### src/rtl/iiitb_dmem_arbiter.sv
// Arbiter sharing the single-port 32x32 data memory between the rv32i MEM stage and a host port.
// The optional host write-protect feature is enabled by defining IIITB_DMEM_HOST_WP_EN.
module iiitb_dmem_arbiter #(
    parameter int AW       = 5,
    parameter int MAX_WAIT = 4
) (
    input  logic          clk,
    input  logic          RN,
    // pipeline port
    input  logic          p_req,
    input  logic          p_we,
    input  logic [AW-1:0] p_addr,
    input  logic [31:0]   p_wdata,
    output logic          p_stall,
    output logic          p_rvalid,
    output logic [31:0]   p_rdata,
    // host port
    input  logic          h_req,
    input  logic          h_we,
    input  logic [AW-1:0] h_addr,
    input  logic [31:0]   h_wdata,
    output logic          h_ack,
    output logic [31:0]   h_rdata,
    output logic          h_err,
    input  logic          host_wp,
    // memory port
    output logic          m_en,
    output logic          m_we,
    output logic [AW-1:0] m_addr,
    output logic [31:0]   m_wdata,
    input  logic [31:0]   m_rdata,
    // debug visibility of the FSM
    output logic          dbg_state,
    output logic [3:0]    dbg_wait_cnt
);

    // Handshake: the pipeline request is accepted in any cycle where p_req=1 and p_stall=0;
    // a host request is a level held stable until its one-cycle h_ack completion pulse.
    typedef enum logic {IDLE = 1'b0, H_WAIT = 1'b1} state_t;

    localparam logic [3:0] WAIT_MAX = 4'(MAX_WAIT);

    state_t     state;
    logic [3:0] wait_cnt;
    logic       p_rd_q;
    logic       h_rd_q;
    logic       h_ack_q;
    logic       h_err_q;

    logic host_eligible;
    logic force_host;
    logic grant_h;
    logic grant_p;
    logic h_wr_blocked;

    assign host_eligible = h_req & (state == IDLE);
    assign force_host    = host_eligible & (wait_cnt == WAIT_MAX);
    assign grant_h       = force_host | (host_eligible & ~p_req);
    assign grant_p       = p_req & ~grant_h;

`ifdef IIITB_DMEM_HOST_WP_EN
    // A protected write still walks through H_WAIT so the host sees an ack, with h_err set.
    assign h_wr_blocked = grant_h & h_we & host_wp;
`else
    logic unused_host_wp;
    assign unused_host_wp = host_wp;
    assign h_wr_blocked   = 1'b0;
`endif

    assign p_stall = p_req & ~grant_p;
    assign m_en    = RN & (grant_p | (grant_h & ~h_wr_blocked));
    assign m_we    = m_en & (grant_h ? h_we : p_we);
    assign m_addr  = grant_h ? h_addr : p_addr;
    assign m_wdata = grant_h ? h_wdata : p_wdata;

    // Memory read data is only forwarded to the requester that issued the read last cycle.
    assign p_rvalid = p_rd_q;
    assign p_rdata  = p_rd_q ? m_rdata : 32'h0;
    assign h_ack    = h_ack_q;
    assign h_rdata  = h_rd_q ? m_rdata : 32'h0;
    assign h_err    = h_err_q;

    assign dbg_state    = (state == H_WAIT);
    assign dbg_wait_cnt = wait_cnt;

    always_ff @(posedge clk or negedge RN) begin
        if (!RN) begin
            state    <= IDLE;
            wait_cnt <= 4'd0;
            p_rd_q   <= 1'b0;
            h_rd_q   <= 1'b0;
            h_ack_q  <= 1'b0;
            h_err_q  <= 1'b0;
        end else begin
            p_rd_q  <= grant_p & ~p_we;
            h_rd_q  <= grant_h & ~h_we;
            h_ack_q <= grant_h;
            h_err_q <= h_wr_blocked;

            case (state)
                IDLE:    if (grant_h) state <= H_WAIT;
                H_WAIT:  state <= IDLE;
                default: state <= IDLE;
            endcase

            if (grant_h || !h_req) begin
                wait_cnt <= 4'd0;
            end else if (host_eligible && wait_cnt != WAIT_MAX) begin
                wait_cnt <= wait_cnt + 4'd1;
            end
        end
    end

endmodule
### config.mk
export PLATFORM = sky130hd
export DESIGN_NAME = iiitb_dmem_arbiter
export DESIGN_NICKNAME = d
export VERILOG_FILES = /design/src/rtl/iiitb_dmem_arbiter.sv
export SDC_FILE = /design/constraint.sdc
export NUM_CORES = 1
export LEC_CHECK = 0
export CAP_MARGIN = 20
export CORE_MARGIN = 10
export CORE_UTILIZATION = 20
export CTS_CLUSTER_DIAMETER = 80
export DETAILED_ROUTE_END_ITERATION = 10
export MAX_ROUTING_LAYER = met4
export PLACE_DENSITY_LB_ADDON = 0.12
export SLEW_MARGIN = 20
export SYNTH_ARGS = -nofsm -noshare
export SYNTH_HDL_FRONTEND = slang
export SYNTH_SLANG_ARGS = --single-unit
### constraint.sdc
create_clock -name clk -period 1.7 [get_ports clk]
set_input_delay 0.17 -clock clk [delete_from_list [all_inputs] [get_ports clk]]
set_output_delay 0.17 -clock clk [all_outputs]
set_load 0.1 [all_outputs]
# Word-level counts from Yosys, hierarchy flattened
# Cells that the tools add are included.
[totals]
ff_bits = 8
input_bits = 113
output_inout_bits = 112
wordCells = 38
[classes]
addsub = 1
n_eq_ne = 2
mux = 9
bitwise_logic = 17
n_reduce_logical = 4
[ops]
columns = ["cell", "count"]
rows = [
  ["$mux W32", 3],
  ["$and A1 B1 Y1", 9],
  ["$mux W4", 2],
  ["$not A1 Y1", 6],
  ["$mux W5", 1],
  ["$add A4 B1 Y4 const B", 1],
  ["$eq A4 B3 Y1 const B", 1],
  ["$ne A4 B3 Y1 const B", 1],
  ["$mux W1", 2],
  ["$or A1 B1 Y1", 2],
  ["$pmux W1 S2", 1],
  ["$reduce_bool A2 Y1", 1],
  ["$logic_and A1 B1 Y1", 1],
  ["$logic_not A1 Y1", 1],
  ["$logic_or A1 B1 Y1", 1],
]

# Logic depth before layout (Yosys ltp)
[logic_depth]
depth_word = 9
ltp_mapped = 6
ltp_nobuf = 5

# Worst setup path after synthesis
# No wires, ideal clock.
[synth_path]
kind = "register to output"
start = "reg state, in the netlist dbg_state"
end = "out m_we"
arrival_time_ns = 4.224
required_time_ns = 1.530
setup_slack_ns = -2.694
path_stages_with_launch = 4
path_buffers = 0
cell_sequence = "dfrtp_1 -> nand2b_1 -> a21boi_0 -> a31o_2"
[synth_between]
elab_chain_cells = 9
word_cells_on_any_way = 11
cone_classes = "mux: 1; bitwise: 10"
[synth_rtl]
columns = ["item", "line_no", "source"]
rows = [
  ["from (decl)", "43", "state_t state;"],
  ["from (signal assigned)", "88", "state <= IDLE;"],
  ["from (signal assigned)", "101", "IDLE: if (grant_h) state <= H_WAIT;"],
  ["from (signal assigned)", "102", "H_WAIT: state <= IDLE;"],
  ["$not A1 Y1 (*)", "56", "assign host_eligible = h_req & (state == IDLE);"],
  ["$and A1 B1 Y1 (*)", "56", ""],
  ["$and A1 B1 Y1 (on tied branches)", "57, 58", ""],
  ["$or A1 B1 Y1 (*)", "58", "assign grant_h = force_host | (host_eligible & ~p_req);"],
  ["$not A1 Y1", "59", "assign grant_p = p_req & ~grant_h;"],
  ["$and A1 B1 Y1", "59", ""],
  ["$or A1 B1 Y1 (*)", "71", "assign m_en = RN & (grant_p | (grant_h & ~h_wr_blocked));"],
  ["$and A1 B1 Y1 (*)", "71", ""],
  ["named net m_en", "27", "output logic m_en,"],
  ["$and A1 B1 Y1 (*)", "72", "assign m_we = m_en & (grant_h ? h_we : p_we);"],
  ["to (decl)", "28", "output logic m_we,"],
]
# Mark *: on every way through the listed nets, which the timed path passes. The rest lies on a longest branch.

# Worst setup path after layout
[layout_path]
start = "reg wait_cnt[0], in the netlist dbg_wait_cnt[0]"
end = "out m_wdata[12]"
[layout_between]
elab_chain_cells = 4
[layout_rtl]
columns = ["item", "line_no", "source"]
rows = [
  ["from (decl)", "44", "logic [3:0] wait_cnt;"],
  ["from (signal assigned)", "109", "wait_cnt <= wait_cnt + 4'd1;"],
  ["$eq A4 B3 Y1", "57", "assign force_host = host_eligible & (wait_cnt == WAIT_MAX);"],
  ["$and A1 B1 Y1", "57", ""],
  ["$or A1 B1 Y1", "58", ""],
  ["$mux W32", "74", "assign m_wdata = grant_h ? h_wdata : p_wdata;"],
  ["to (decl)", "30", "output logic [31:0] m_wdata,"],
]
# Every way passes these cells.

==> impl_metrics.tcl <==
set metrics [dict create \
    status "complete, but fails checks" \
    violations "negative setup slack" \
    place_hpwl_um 9243 \
    die_area_mm2 0.01028 \
    leakage_nw 2.228 \
    rows 29 \
    period_needed_ps 2149 \
    multi_input_area_mm2 0.001251 \
    grt_pass1_wl_um 14950 \
    setup_ws_ps -449.3 \
    area_delta_synth_final_pct 291.5 \
    antenna_left 0 \
    synth_seq_cells 8 \
    hold_buffers 0 \
    syn_area_per_cell_um2 8.604 \
    reg2reg_depth 6 \
    vias 2086 \
    synth_fp_nets 269 \
    fin_area_mm2 0.005187 \
    final_core_util 0.8123 \
    ys.flop_type "dfrtp_1" \
    setup-violations-final 39 \
    cts_max_path_buffers 2 \
    place_area_mm2 0.005025 \
    internal_power_mw 1.282 \
    r2r_setup_slack_ps 70 \
    synth.cell_area_mm2 0.001325 \
    synth_compound_area_frac 0.06704 \
    critPathSlowestCell "dfrtp_4" \
    p_comb_frac 0.832 \
    pwr-share-seq 0.081 \
    clock_latency_ps 230 \
    grt_usage 0.1971 \
    cts_sinks 8 \
    async_flop_share 1.000 \
    path_delay_family "buffers and inverters" \
    crit_path_start_kind "flop" \
    synthTopCellsByArea "and2_1 31%, mux2_2 28%, dfrtp_1 15%, mux2_1 3.4%, clkbuf_1 2.0%" \
    register_area_um2 215.2 \
    powerDensity_mw_per_mm2 513.6 \
    nFillCells 366 \
    drive_gt1_frac 0.5615 \
    total_power_mw 2.665 \
    max_stage_delay_ps 480 \
    hold_viol_final 0 \
    worstPathMaxFanout 10 \
    reg2reg_from "dbg_wait_cnt[0]$_DFFE_PN0P_" \
    yosysSeqAreaShare 0.1511 \
    synthCells 154 \
    grt_pass1_vias 2426 \
    antenna-diode-count 0 \
    cp.required_ps 1530 \
    p_sw_frac 0.5189 \
    skew_ps 3.398 \
    cts_made_buffers 3 \
    die_h_um 101.4 \
    antenna_found_initial 0 \
    cp.buffers_inverters 4 \
    htree_levels 1 \
    power_switching_mw 1.383 \
    root_buffer "clkbuf_8" \
    clkSlewWorstSetupHoldPaths_ps 40 \
    synthXorXnorAreaFrac 0 \
    yosysMostFrequentCell "and2_1" \
    grt_overflow 0 \
    synth_top_family_by_area "simple AND/OR/NAND/NOR gates" \
    wl_per_cell_um 22.58 \
    ir_drop_uv 383.6 \
    synthTopCellsByCount "65 x and2_1, 33 x mux2_2, 8 x dfrtp_1" \
    cap_violations 0 \
    period_share 1.264 \
    cp_cell_sequence "inv_4 -> ha_4 -> nand3b_4 -> a21oi_4 -> buf_12 -> buf_12 -> mux2_4 -> buf_12" \
    yosys.area_share.simple 0.3758 \
    slew_viol_final 0 \
    routed_via_density 4.467 \
    initial_utilization 0.2075 \
    rsz0062_at_grt "yes" \
    clkPwrFrac 0.087 \
    first_pass_iters 4 \
    drc 0 \
    die_x_um 101.4 \
    crit_path_start "dbg_wait_cnt[0]$_DFFE_PN0P_" \
    ys_types 28 \
    cts_tree "yes" \
    worstSetupPathType "flop to output pin" \
    yosys_warnings 0 \
    wl_um 10550 \
    grt_max_degree 34 \
    r2r_end "dbg_wait_cnt[3]$_DFFE_PN0P_" \
    synth_top_area_share 0.3069 \
    synth_edf_count 0 \
    hp-class "primary input to async pin" \
    cp_common_cell "buf_12" \
    drt_iter0_drc 61 \
    crit_arrival_ps 1980 \
    clock.fmax_mhz 465.3 \
    synth_mux_area_frac 0.3144 \
    synth_fa_ha_area_frac 0.01889 \
    endpoint_kind "output pin" \
    gp_congestion 0.8600 \
    coreArea_mm2 0.006386 \
    io_pins 225 \
    finalNetCount 507 \
    synth_largest_area_cell "and2_1" \
    io_buffers 222 \
]
-- worst max path at each step --
| stage | slack, ps | depth (start not counted) | to |
|---|---|---|---|
| 6_report | -450 | 8 | m_wdata[12] |
| 3_3_place_gp | -190 | 6 | m_wdata[7] |
| 5_1_grt | -500 | 8 | m_wdata[7] |
| 2_1_floorplan | -390 | 3 | m_we |
| 3_5_place_dp | -220 | 7 | m_wdata[12] |
| 4_1_cts | -480 | 8 | m_wdata[23] |
-- layout make-up --
type                    instances  area share
repair buffers                245      0.6869
multi-input cells             130      0.2412
flip-flops and latches          8     0.04149
well taps                      77     0.01857
clock buffers                   3    0.007959
inverters                       4    0.003859
-- what timing repair did --
item	in CTS	in global routing
setup endpoints to repair	39	39
gates cloned	1	2
buffers inserted	6	2
pin swaps	0	2
gates resized for setup	6	7
-- cell families after synthesis --
kind of cell               count (synthesis)
other                                      1
adders and majority gates                  2
muxes                                     37
AOI/OAI and AO/OA                         11
buffers and inverters                     16
DFF                                        8
and+or+nand+nor                           79
-- metrics by stage --
| step | setup slack, ps | setup TNS [ps] | std cells | hold slack [ps] |
|---|---|---|---|---|
| after CTS | -480.4 | -17200 | 466 | 128.0 |
| after floorplan | -388.0 | -14000 | 154 | -125.6 |
| after global routing | -495.1 | -18760 | 467 | 145.3 |
| after global placement | -189.0 | -6516 | 456 | 375.4 |
| final | -449.3 | -16840 | 467 | 141.8 |
| after detailed placement | -215.8 | -7486 | 456 | 378.1 |
-- power by group through the flow --
stage	Clock, mW	Combinational (mW)	Sequential (mW)
after floorplan	0	1.19	0.262
after global placement	0	2.17	0.218
after detailed placement	0	2.18	0.218
after CTS	0.241	2.22	0.216
after global routing	0.247	2.28	0.218
final	0.232	2.22	0.216
-- metal layers --
metal	track usage	routed length, µm	share of wire	vias to the layer above
li1	-	-	-	987
met1	0.1631	3108	0.29	948
met2	0.3667	5780	0.55	141
met3	0.1171	1485	0.14	10
met4	0.04394	172	0.016	0
met5	-	0	0	-
-- sequential cells by signal, summed over array words and instances (netlist names) --
register and flops:
dbg_wait_cnt 4, h_rd_q 1, p_rvalid 1, dbg_state 1, h_ack 1
-- cell usage in the layout, fill, tap and decap left out, drive strengths merged --
cell type / count
a211oi: 1
nor3b: 1
a21oi: 4
o2111a: 1
buf: 133
a21boi: 1
nand4b: 2
nand3b: 1
clkbuf: 4
inv: 4
clkdlybuf4s50: 111
and2: 65
a31o: 1
a2111o: 1
mux2: 37
o21ai: 1
nand2: 3
nand2b: 1
conb: 1
dfrtp: 8
a31oi: 1
nand3: 3
ha: 2
nor2: 2
nor2b: 1
(Power assumes the default switching activity.)
